## config.mk

```make
export PLATFORM = sky130hd
export DESIGN_NAME = friscv_axil_apb_bridge
export DESIGN_NICKNAME = d
export VERILOG_FILES = /design/src/rtl/friscv_axil_apb_bridge.sv
export SDC_FILE = /design/constraint.sdc
export NUM_CORES = 1
export LEC_CHECK = 0
export ABC_AREA = 1
export CAP_MARGIN = 20
export CELL_PAD_IN_SITES_DETAIL_PLACEMENT = 1
export CELL_PAD_IN_SITES_GLOBAL_PLACEMENT = 1
export CORE_AREA = 3 3 223 225
export DETAILED_ROUTE_END_ITERATION = 10
export DIE_AREA = 0 0 226 228
export PLACE_DENSITY_LB_ADDON = 0.15
export RECOVER_POWER = 50
export SETUP_SLACK_MARGIN = 0.4
export SLEW_MARGIN = 0
export SYNTH_ARGS = -nofsm -noshare
export SYNTH_HDL_FRONTEND = slang
export SYNTH_SLANG_ARGS = --single-unit
```

## constraint.sdc

```tcl
create_clock -name aclk -period 9.5 [get_ports aclk]
set_clock_uncertainty 0.05 [all_clocks]
set_input_delay 1.425 -clock aclk [delete_from_list [all_inputs] [get_ports aclk]]
set_output_delay 1.425 -clock aclk [all_outputs]
set_load 0.02 [all_outputs]
```

## src/rtl/friscv_axil_apb_bridge.sv

```systemverilog
// AXI4-lite slave to APB-style master bridge with address-window decode,
// read/write round-robin arbitration, lane selection and an access timeout.
module friscv_axil_apb_bridge #(
  parameter int ADDRW = 16,
  parameter int DATAW = 128,
  parameter int IDW = 16,
  parameter int XLEN = 32,
  parameter int NSLV = 4,
  parameter logic [NSLV*ADDRW-1:0] SLV_ADDR = {16'h0030, 16'h0020, 16'h0010, 16'h0000},
  parameter logic [NSLV*ADDRW-1:0] SLV_SIZE = {16'h0010, 16'h0010, 16'h0010, 16'h0010},
  parameter int TIMEOUT = 256
) (
  input  logic                  aclk,
  input  logic                  arst,
  input  logic                  slv_awvalid,
  output logic                  slv_awready,
  input  logic [ADDRW-1:0]      slv_awaddr,
  input  logic [2:0]            slv_awprot,
  input  logic [IDW-1:0]        slv_awid,
  input  logic                  slv_wvalid,
  output logic                  slv_wready,
  input  logic [DATAW-1:0]      slv_wdata,
  input  logic [DATAW/8-1:0]    slv_wstrb,
  output logic                  slv_bvalid,
  input  logic                  slv_bready,
  output logic [1:0]            slv_bresp,
  output logic [IDW-1:0]        slv_bid,
  input  logic                  slv_arvalid,
  output logic                  slv_arready,
  input  logic [ADDRW-1:0]      slv_araddr,
  input  logic [2:0]            slv_arprot,
  input  logic [IDW-1:0]        slv_arid,
  output logic                  slv_rvalid,
  input  logic                  slv_rready,
  output logic [1:0]            slv_rresp,
  output logic [DATAW-1:0]      slv_rdata,
  output logic [IDW-1:0]        slv_rid,
  output logic [NSLV-1:0]       mst_en,
  output logic                  mst_wr,
  output logic [ADDRW-1:0]      mst_addr,
  output logic [XLEN-1:0]       mst_wdata,
  output logic [XLEN/8-1:0]     mst_strb,
  input  logic [NSLV*XLEN-1:0]  mst_rdata,
  input  logic [NSLV-1:0]       mst_ready
);

  localparam logic [1:0] IDLE       = 2'd0;
  localparam logic [1:0] WAIT_WDATA = 2'd1;
  localparam logic [1:0] ACCESS     = 2'd2;
  localparam logic [1:0] RESP       = 2'd3;

  localparam int DSCALE = DATAW / XLEN;
  localparam int SW = XLEN / 8;
  localparam int TW = (TIMEOUT > 1) ? $clog2(TIMEOUT + 1) : 1;

  logic [1:0]       state_r;
  logic             prefer_rd_r;
  logic [IDW-1:0]   id_r;
  logic [TW-1:0]    cnt_r;

  logic [NSLV-1:0]  hit_s;
  logic [XLEN-1:0]  sel_rdata_s;
  logic             ready_hit_s;
  logic             timeout_s;
  logic             finish_s;
  logic [1:0]       fin_resp_s;
  logic [DATAW-1:0] fin_data_s;
  logic             grant_wr_s;
  logic             grant_rd_s;
  int               wlane_s;
  logic             unused_prot;

  assign unused_prot = ^{slv_awprot, slv_arprot};

  function automatic int lane_of(input logic [ADDRW-1:0] a);
    return int'(a[ADDRW-1:2]) % DSCALE;
  endfunction

  // Window compare is done one bit wider so base+size cannot wrap.
  function automatic logic in_win(input logic [ADDRW-1:0] a, input int i);
    logic [ADDRW:0] base;
    logic [ADDRW:0] lim;
    base = {1'b0, SLV_ADDR[i*ADDRW +: ADDRW]};
    lim  = base + {1'b0, SLV_SIZE[i*ADDRW +: ADDRW]};
    return ({1'b0, a} >= base) && ({1'b0, a} < lim);
  endfunction

  // One-hot decode of the held address, lowest matching index wins.
  always_comb begin
    logic found;
    hit_s = '0;
    found = 1'b0;
    for (int i = 0; i < NSLV; i++) begin
      hit_s[i] = in_win(mst_addr, i) & ~found;
      found = found | in_win(mst_addr, i);
    end
  end

  // Read word of the enabled slave only; others are masked off.
  always_comb begin
    sel_rdata_s = '0;
    for (int i = 0; i < NSLV; i++) begin
      sel_rdata_s = sel_rdata_s | (mst_rdata[i*XLEN +: XLEN] & {XLEN{mst_en[i]}});
    end
  end

  // Write lane follows awaddr while it is being captured, the held address after.
  always_comb begin
    if (state_r == IDLE) begin
      wlane_s = lane_of(slv_awaddr);
    end else begin
      wlane_s = lane_of(mst_addr);
    end
  end

  assign ready_hit_s = |(mst_en & mst_ready);
  assign timeout_s   = (TIMEOUT != 0) && (int'(cnt_r) == (TIMEOUT - 1));
  assign grant_wr_s  = slv_awvalid & (~slv_arvalid | ~prefer_rd_r);
  assign grant_rd_s  = slv_arvalid & (~slv_awvalid | prefer_rd_r);

  // Decide whether the access ends this cycle and with which response.
  always_comb begin
    finish_s   = 1'b0;
    fin_resp_s = 2'h0;
    fin_data_s = '0;
    if (state_r == ACCESS) begin
      if (mst_en == '0) begin
        finish_s   = ~|hit_s;
        fin_resp_s = 2'h3;
      end else if (ready_hit_s) begin
        finish_s   = 1'b1;
        fin_resp_s = 2'h0;
        fin_data_s = {DSCALE{sel_rdata_s}};
      end else if (timeout_s) begin
        finish_s   = 1'b1;
        fin_resp_s = 2'h2;
      end else begin
        finish_s   = 1'b0;
      end
    end else begin
      finish_s = 1'b0;
    end
  end

  // Main transaction FSM and all registered outputs.
  always_ff @(posedge aclk or posedge arst) begin
    if (arst) begin
      state_r     <= IDLE;
      prefer_rd_r <= 1'b0;
      id_r        <= '0;
      cnt_r       <= '0;
      slv_awready <= 1'b0;
      slv_wready  <= 1'b0;
      slv_arready <= 1'b0;
      slv_bvalid  <= 1'b0;
      slv_bresp   <= 2'h0;
      slv_bid     <= '0;
      slv_rvalid  <= 1'b0;
      slv_rresp   <= 2'h0;
      slv_rdata   <= '0;
      slv_rid     <= '0;
      mst_en      <= '0;
      mst_wr      <= 1'b0;
      mst_addr    <= '0;
      mst_wdata   <= '0;
      mst_strb    <= '0;
    end else begin
      slv_awready <= 1'b0;
      slv_wready  <= 1'b0;
      slv_arready <= 1'b0;
      case (state_r)
        IDLE: begin
          if (grant_wr_s) begin
            slv_awready <= 1'b1;
            mst_addr    <= slv_awaddr;
            id_r        <= slv_awid;
            mst_wr      <= 1'b1;
            prefer_rd_r <= 1'b1;
            if (slv_wvalid) begin
              slv_wready <= 1'b1;
              mst_wdata  <= slv_wdata[wlane_s*XLEN +: XLEN];
              mst_strb   <= slv_wstrb[wlane_s*SW +: SW];
              state_r    <= ACCESS;
            end else begin
              state_r    <= WAIT_WDATA;
            end
          end else if (grant_rd_s) begin
            slv_arready <= 1'b1;
            mst_addr    <= slv_araddr;
            id_r        <= slv_arid;
            mst_wr      <= 1'b0;
            prefer_rd_r <= 1'b0;
            state_r     <= ACCESS;
          end
        end
        WAIT_WDATA: begin
          if (slv_wvalid) begin
            slv_wready <= 1'b1;
            mst_wdata  <= slv_wdata[wlane_s*XLEN +: XLEN];
            mst_strb   <= slv_wstrb[wlane_s*SW +: SW];
            state_r    <= ACCESS;
          end
        end
        ACCESS: begin
          if (finish_s) begin
            mst_en  <= '0;
            state_r <= RESP;
            if (mst_wr) begin
              slv_bvalid <= 1'b1;
              slv_bresp  <= fin_resp_s;
              slv_bid    <= id_r;
            end else begin
              slv_rvalid <= 1'b1;
              slv_rresp  <= fin_resp_s;
              slv_rid    <= id_r;
              slv_rdata  <= fin_data_s;
            end
          end else if (mst_en == '0) begin
            // First ACCESS cycle: launch the enable and restart the timeout count.
            mst_en <= hit_s;
            cnt_r  <= '0;
          end else begin
            cnt_r  <= cnt_r + TW'(1);
          end
        end
        RESP: begin
          if (mst_wr ? slv_bready : slv_rready) begin
            slv_bvalid <= 1'b0;
            slv_rvalid <= 1'b0;
            state_r    <= IDLE;
          end
        end
        default: begin
          state_r <= IDLE;
        end
      endcase
    end
  end

endmodule

```

==> results of run 1 <==
## worst min-delay path, stage by stage, from the launching register on
cell	delay, ns
dfrtp_1	0.34
nand2_1	0.05
nand2_1	0.05
## kinds of logic (layout without fill, tap and decap cells)
family / count (synthesis) / after routing / share of synthesized area [%]
other: 0 / 5 / 0
flip-flops: 157 / 157 / 39.58
adder cells (fa/ha/maj): 6 / 6 / 0.7563
AO/OA/AOI/OAI: 266 / 266 / 16.12
XOR/XNOR: 1 / 1 / 0.08826
multiplexers: 1 / 1 / 0.1008
buffers and inverters: 319 / 757 / 17.47
AND/OR/NAND/NOR: 632 / 632 / 25.88
## where the power goes
part           leakage [nW]  internal (mW)  switching [mW]
logic                  5.16          0.759            1.26
registers              1.97          0.913           0.161
clock network         0.287          0.370           0.325
total                  7.42           2.04            1.75
## cells in the final DEF, fill, tap and decap left out, types with 3 or more instances in the layout
master           netlist  routed
a21oi_1              101     101
buf_4                108       9
nand2_2                6       3
dfrtp_1              157     157
o21ai_1               17      14
nand2_4                3       3
o21ai_2               30      30
nand4_1                7       7
nand2_1              484     487
nor2_1                49      49
ha_1                   6       6
o211ai_1              37      37
nor2_4                 3       3
clkbuf_1              24       3
inv_6                  0       9
o21ai_0               46      49
nand3_1               75      75
a31oi_1               32      32
clkdlybuf4s50_1        0     422
dlygate4sd3_1          0     150
inv_1                137     137
diode_2                0       5
clkbuf_16              0      17
## registers in the layout, indices dropped and copies added (netlist names), 2 cells and up
name and count:
mst_wdata 32, slv_rdata 32, id_r 16, mst_addr 16, slv_bid 16, slv_rid 16
cnt_r 9, mst_en 4, mst_strb 4, slv_bresp 2, slv_rresp 2, state_r 2
## final cells by class
| type | count | share of cell area (%) |
|---|---|---|
| antenna | 5 | 0.07872 |
| timing repair buffer | 585 | 36.69 |
| multi-input combinational | 906 | 26.73 |
| tap | 615 | 4.841 |
| inverter | 140 | 3.330 |
| clock inverter | 15 | 0.9289 |
| sequential | 157 | 24.72 |
| clock buffer | 17 | 2.677 |
## through the flow
stage | setup WS, ns | utilization [%] | cells | cell area [µm²]
2_1_floorplan | 3.790 | - | 1382 | 9926
4_1_cts | 5.794 | 33.27 | 2434 | 15880
3_3_place_gp | 5.335 | 32.07 | 2402 | 15310
5_1_grt | 2.976 | 33.27 | 2436 | 15880
6_report | 3.869 | 33.29 | 2440 | 15890
3_5_place_dp | 5.303 | 32.07 | 2402 | 15310
## per-layer routing
metal  vias to the layer above  wire, µm  global-route usage [%]
li1                       5171         -                       -
met1                      4963     19500                   21.35
met2                       355     23870                   32.65
met3                        44      3651                   5.901
met4                        12       799                   4.588
met5                         -        82                       0
## worst max-delay path by stage
stage,startpoint,end,slack [ns]
2_1_floorplan,arst,cnt_r[0]$_DFFE_PP0P_,3.79
6_report,arst,id_r[0]$_DFFE_PP0P_,3.87
4_1_cts,mst_ready[1],slv_rid[15]$_DFFE_PP0P_,5.79
3_5_place_dp,mst_ready[1],slv_rid[15]$_DFFE_PP0P_,5.30
3_3_place_gp,mst_ready[1],slv_rid[14]$_DFFE_PP0P_,5.33
5_1_grt,arst,id_r[4]$_DFFE_PP0P_,2.98
==> run metrics, run 1 <==
status finished with violations; failing checks capacitance limit, slew limit; sequential fraction of the synthesis area 39.58%; fraction of layout cells with a size suffix above 1 4.780%; DIE AREA 0.05153 mm²; Max VDD drop 0.0001864 V; worst path buffer plus inverter count 4; reg-to-reg startpoint mst_en[3]$_DFFE_PP0P_; Initial Util 20.79%; Yosys top cell by area dfrtp_1; worst skew pair latency 0.45 ns; Crit path depth 4; post-synth top area share 39.58%; Fillers 5803; Final Hold Fails 0; H-tree depth 4; commonest cells in the synthesized netlist nand2_1 (484), dfrtp_1 (157), inv_1 (137), buf_4 (108), a21oi_1 (101); Seq. cell area 0.003929 mm²; Die H 228 µm; WL/cell 19.63 µm; WS Path Type primary input to async pin; Clock transition at path regs 0.07 ns; crit-path cells dlygate4sd3_1 > clkinvlp_2 > buf_16 > clkbuf_1; Worst-Margin Slew 3.387 ns; DRT Pass-1 Iters 4; vias 10545; Setup violations, final 0; Via density 4.322; Design Power 3.790 mW; WHS Path Cells 2; Hold Path End slv_bid[9]$_DFFE_PP0P_; slack of the worst reg-to-reg path 5.41 ns; worst hold path type flop to flop; setup TNS 0 ns; Detailed Route WL 47.90 mm; largest stage delay on the critical path 2.42 ns; Post-synth EDFFs 0; fin crit period 5.631 ns; f_max 177.6 MHz; Avg Synthesized Cell Area 7.182 µm²; TritonCTS clock tree yes; GRT Util Overall 18.41%; reg-to-reg endpoint slv_rresp[0]$_DFFE_PP0P_; nature of the critical path startpoint primary input; critical path required time 9.24 ns; delay-heaviest family, CP buffers and inverters; fin nets 2166; TritonCTS Buffers 17; initial antenna violation count 13; Crit. End Element async pin; area of the multi-input gates 0.004249 mm²; DR iter-0 viols 416; Post-Syn Nets 1741; FFs w/ async S/R, synth 100.0%; GP Congestion 0.8318; Post-route DRC 0; clock tree root driver cell clkbuf_16; MaxCap Viol Count 3; Yosys Warn Count 0; PD cells 238.4 mW/mm²; Netlist cell types 32; cts hold-fix bufs 0; Netlist Area Pre-Place 0.009926 mm²; Remaining Overflow, GRT 0; Synth area leaders dfrtp_1 (40%), nand2_1 (18%), buf_4 (8.2%); largest net degree at the start of global routing 114; first-pass GRT wire length 71.79 mm; peak fanout along the critical path 90; Post-CTS Resized 0; hold path startpoint slv_bid[9]$_DFFE_PP0P_; Final Cycle Share 59.28%; port buffer count 572; Slowest cell on crit path clkbuf_1; ys flop type dfrtp_1; layout overhead on the synthesized area 60.13%; Post-DP HPWL 37.87 mm; RSZ-0062 raised after global routing false; most frequent cell after synthesis nand2_1; max-slew violations 131; # IOs 579; WP data arrival 5.37 ns; core area 0.04775 mm²; die width 226 µm; P_leak 7.420 nW; slew margin rel. -125.8%; clock sink total 157; vias in the first global route 10959; Gate Count Post-Synth 1382; FF-to-FF path depth 11; Min Hold Slack 0.4154 ns; DRT antenna net count 0; Post-CTS Setup Bufs 0; row count 80; Yosys reg bits 157; clk buf depth 2
Power figures use the tool's default switching activity.
==> inputs of run 2 (changes only) <==
CORE_AREA = 3 3 224 226   (was 3 3 223 225)
DIE_AREA = 0 0 227 229   (was 0 0 226 228)
clock period = 5.7 ns   (was 9.5 ns; I/O delays follow)
==> run 2 against run 1 <==
Effect of this change: the run still ends with capacitance limit, slew limit left; register-to-register slack lost 3.6 ns; largest cell class unchanged; via count decreased by 0.68%; routed wire length fell by 0.47%; hold slack gained 0.0025 ns; critical endpoint is now slv_rresp[0]$_DFFE_PP0P_.
==> run metrics, run 2 (synthesis results as in run 1) <==
failing checks capacitance limit, slew limit; Post-CTS Setup Bufs 0; Post-CTS Resized 0; WS Path Type primary input to flop; Final Cycle Share 71.83%; Top Registers mst_wdata: 32 flops, slv_rdata: 32 flops; Hold Path End slv_rid[4]$_DFFE_PP0P_; Post-DP HPWL 38.19 mm; Worst-Margin Slew 2.450 ns; Fillers 5907; TritonCTS Buffers 17; row count 81; RSZ-0062 raised after global routing false; Post-route DRC 0; PD cells 396.8 mW/mm²; Clock transition at path regs 0.07 ns; cts hold-fix bufs 0; H-tree depth 4; max-slew violations 117; first-pass GRT wire length 70.86 mm; WP data arrival 4.39 ns; Setup violations, final 0; core area 0.04855 mm²; setup TNS 0 ns; Initial Util 20.45%; Max VDD drop 0.0001630 V; fin nets 2167; nature of the critical path startpoint primary input; DIE AREA 0.05198 mm²; slack of the worst reg-to-reg path 1.85 ns; die width 227 µm; clock sink total 157; GRT Util Overall 18.00%; vias 10473; Crit. End Element flop; clk buf depth 2; peak fanout along the critical path 64; reg-to-reg endpoint slv_rresp[0]$_DFFE_PP0P_; commonest non-fill, non-tap cell in the layout nand2_1; WHS Path Cells 2; Via density 4.282; MaxCap Viol Count 3; port buffer count 572; DR iter-0 viols 396; largest net degree at the start of global routing 97; Post-Place Setup Slack 2.133 ns; P_leak 7.278 nW; GP Congestion 0.8162; worst skew pair latency 0.44 ns; TritonCTS clock tree yes; clock tree root driver cell clkbuf_16; DRT Pass-1 Iters 6; Min Hold Slack 0.4179 ns; f_max 244.3 MHz; Detailed Route WL 47.67 mm; area of the multi-input gates 0.004253 mm²; most frequent cells in the layout nand2_1 (485), clkdlybuf4s50_1 (464), dfrtp_1 (157); # IOs 579; slew margin rel. -63.36%; worst hold path type flop to flop; vias in the first global route 10981; WL/cell 19.49 µm; initial antenna violation count 10; Remaining Overflow, GRT 0; DRT antenna net count 0; reg-to-reg startpoint mst_en[2]$_DFFE_PP0P_; status finished with violations; fraction of layout cells with a size suffix above 1 4.833%; Seq. cell area 0.003929 mm²; layout overhead on the synthesized area 60.05%; hold path startpoint slv_rid[4]$_DFFE_PP0P_; FF-to-FF path depth 11; Final Hold Fails 0; fin crit period 4.094 ns; Die H 229 µm; critical path required time 6.00 ns; Final Worst Setup Slack 1.606 ns
## run 2: changes by cell type in the layout (fill, tap and decap cells not counted), sizes merged
cell           previous run  this run
inv                     149       147
buf                      10        11
clkinvlp                  1         3
dlygate4sd3             150       108
clkdlybuf4s50           422       464
clkinv                    4         5
diode                     5         3
bufinv                    1         0
## run 2: worst max-delay path, cell delays in order
cell and delay (ns):
dlygate4sd3_1 0.54, nand2_1 0.07, nand2_1 0.09, nor2_4 0.10, clkbuf_1 1.25, nand2_1 0.31
nand2_2 0.20, inv_4 0.23, nand2_8 0.44, nand2_1 0.08, o21ai_1 0.09
## run 2: area by class of cell
cell class                      count  area share [%]
Timing Repair Buffer              586           36.71
Multi-Input combinational cell    906           26.77
Sequential cell                   157           24.73
Tap cell                          622           4.899
Inverter                          140           3.355
Clock buffer                       17           2.678
Clock inverter                     15          0.8112
Antenna cell                        3         0.04726
## run 2: how the worst max path moves through the flow
| stage | start | slack, ns | to |
|---|---|---|---|
| floorplan | arst | 0.56 | cnt_r[0]$_DFFE_PP0P_ |
| global placement | mst_ready[1] | 2.15 | slv_rresp[0]$_DFFE_PP0P_ |
| detailed placement | mst_ready[1] | 2.13 | slv_rresp[0]$_DFFE_PP0P_ |
| CTS | state_r[0]$_DFFE_PP0P_ | 2.50 | mst_strb[2]$_DFFE_PP0P_ |
| global route | arst | 1.24 | slv_rid[4]$_DFFE_PP0P_ |
| finish | mst_ready[0] | 1.61 | slv_rresp[0]$_DFFE_PP0P_ |
## run 2: per-stage QoR
step           util, %  total power [mW]  instance area (µm²)  std cells
2_1_floorplan        -             3.965                 9926       1382
4_1_cts          32.71             6.577                15880       2442
5_1_grt          32.71             6.898                15880       2443
6_report         32.73             6.304                15890       2446
3_5_place_dp     31.57             5.405                15330       2410
3_3_place_gp     31.57             5.346                15330       2410
## run 2: power breakdown
group | total, mW | internal, mW | leakage [nW] | switching (mW)
sequential | 1.78 | 1.52 | 1.97 | 0.261
combinational | 3.40 | 1.29 | 5.04 | 2.11
clock | 1.12 | 0.572 | 0.265 | 0.550
## run 2: layer usage
metal	part of all wire [%]	global-route usage (%)	vias to the layer above	wire, µm
li1	-	-	5166	-
met1	40	20.55	4911	18980
met2	50	32.34	352	23910
met3	8.3	6.037	38	3954
met4	1.6	4.040	6	783
met5	0.086	0	-	41
==> inputs of run 3 (changes only) <==
CORE_AREA = 3 3 225 227   (was 3 3 224 226)
DIE_AREA = 0 0 228 230   (was 0 0 227 229)
clock period = 3.4 ns   (was 5.7 ns; I/O delays follow)
==> run 3 against run 2 <==
Effect of this change: first-iteration DRC count fell by 7.3%; sequential power increased by 69%; setup slack lost 1.0 ns; die area is 0.88% higher; the run now ends clean; critical endpoint is now id_r[4]$_DFFE_PP0P_; hold slack lost 0.0023 ns; final cell count rose by 2.4%.
==> run metrics, run 3 (synthesis results as in run 1) <==
status complete, no violations; setup TNS 0 ns; max-slew violations 0; Clock transition at path regs 0.07 ns; TritonCTS Buffers 17; area of the multi-input gates 0.004255 mm²; H-tree depth 4; Setup violations, final 0; Setup crit start state_r[0]$_DFFE_PP0P_; FF-to-FF path depth 8; layout overhead on the synthesized area 62.71%; GRT Util Overall 17.96%; nature of the critical path startpoint flop; Via density 4.232; Post-Place Cells 2467; Remaining Overflow, GRT 0; clk buf depth 2; die width 228 µm; vias in the first global route 11127; Initial Util 20.32%; fin nets 2181; GP Congestion 0.8465; Post-DP HPWL 39.07 mm; Max VDD drop 0.0002774 V; Die H 230 µm; first-pass GRT wire length 71.98 mm; slack of the worst reg-to-reg path 0.60 ns; DRT Pass-1 Iters 4; Pint 5.985 mW; Non-Filler Instances 2504; Final Cycle Share 82.41%; Crit. End Element flop; reg-to-reg endpoint id_r[4]$_DFFE_PP0P_; row count 81; Net Switching 4.890 mW; most frequent cells in the layout nand2_1 (484), clkdlybuf4s50_1 (462), dfrtp_1 (157); power share of the clock group 18.9%; critical path required time 3.71 ns; Final Worst Setup Slack 0.5980 ns; DRT antenna net count 0; crit path to id_r[4]$_DFFE_PP0P_; slew margin rel. 3.845%; TritonCTS clock tree yes; WS Path Type flop to flop; f_max 356.9 MHz; commonest non-fill, non-tap cell in the layout nand2_1; Post-CTS Resized 0; largest net degree at the start of global routing 65; Switching Fraction 44.97%; Fillers 5911; Final Hold Fails 0; Seq. cell area 0.003929 mm²; WL/cell 19.25 µm; fin crit period 2.802 ns; port buffer count 572; # IOs 579; initial antenna violation count 12; logic gate share of total power 53.4%; DR iter-0 viols 367; Post-route DRC 0; reg-to-reg startpoint state_r[0]$_DFFE_PP0P_; clock tree root driver cell clkbuf_16; worst hold path type flop to flop; worst skew pair latency 0.44 ns; vias 10597; RSZ-0062 raised after global routing false; clock sink total 157; Detailed Route WL 48.19 mm; peak fanout along the critical path 64; fraction of layout cells with a size suffix above 1 5.616%; WP data arrival 3.11 ns; Post-Place Setup Slack 0.6968 ns; Worst-Margin Slew 1.434 ns; Top Registers mst_wdata: 32 flops, slv_rdata: 32 flops; Seq pwr share 27.7%; cts hold-fix bufs 0; P_leak 7.400 nW; PD cells 673.4 mW/mm²; MaxCap Viol Count 0; DIE AREA 0.05244 mm²; core area 0.04885 mm²; Post-CTS Setup Bufs 0
==> run 3: changes by cell type in the layout (fill, tap and decap cells not counted), sizes merged, moves of 3 or more <==
cell and change:
diode +3, bufinv +3, clkinvlp +3, inv -7
buf +14
==> run 3: how the worst min path moves through the flow <==
stage | startpoint | to | slack (ns) | depth (start not counted)
finish | slv_rid[0]$_DFFE_PP0P_ | slv_rid[0]$_DFFE_PP0P_ | 0.42 | 2
global route | slv_bid[10]$_DFFE_PP0P_ | slv_bid[10]$_DFFE_PP0P_ | 0.44 | 2
CTS | slv_rid[0]$_DFFE_PP0P_ | slv_rid[0]$_DFFE_PP0P_ | 0.43 | 2
detailed placement | slv_bid[4]$_DFFE_PP0P_ | slv_bid[4]$_DFFE_PP0P_ | 0.41 | 2
global placement | slv_bid[2]$_DFFE_PP0P_ | slv_bid[2]$_DFFE_PP0P_ | 0.41 | 2
floorplan | cnt_r[7]$_DFFE_PP0P_ | cnt_r[7]$_DFFE_PP0P_ | 0.42 | 2
==> run 3: area by class of cell <==
cell class	count	share of cell area, %
tap	664	5.144
timing repair buffer	600	37.00
sequential	157	24.33
inverter	140	3.277
antenna	6	0.09297
clock inverter	12	1.007
multi-input combinational	906	26.35
clock buffer	19	2.804
==> run 3: per-layer routing <==
layer | vias to the layer above | wire length, µm | global-route usage, %
li1 | 5198 | - | -
met2 | 348 | 24420 | 32.89
met1 | 4997 | 19830 | 20.53
met4 | 16 | 490 | 3.414
met3 | 38 | 3354 | 5.761
met5 | - | 90 | 0
==> run 3: stage by stage <==
step	total power, mW	hold slack [ns]	cell area [µm²]	util, %
after floorplan	6.648	0.4247	9930	-
after global placement	9.088	0.4069	15550	31.84
after detailed placement	9.191	0.4122	15550	31.84
after CTS	11.31	0.4295	16170	33.10
after global routing	11.85	0.4431	16140	33.04
final	10.88	0.4156	16150	33.06
==> run 3: power by group through the flow <==
stage	Combinational [mW]	Sequential [mW]	Clock [mW]
finish	5.81	3.01	2.06
global placement	6.05	3.04	0
detailed placement	6.13	3.06	0
floorplan	3.06	3.59	0
global route	6.54	3.12	2.20
CTS	6.14	3.04	2.13
==> run 3: critical path, stage by stage (launching register included) <==
cell and delay [ns]:
dfrtp_1 0.43, inv_1 0.11, ha_1 0.35, inv_1 0.26
nor2_1 0.44, clkinv_1 0.22, nand2_4 0.54, nor2_1 0.11
a31oi_1 0.16
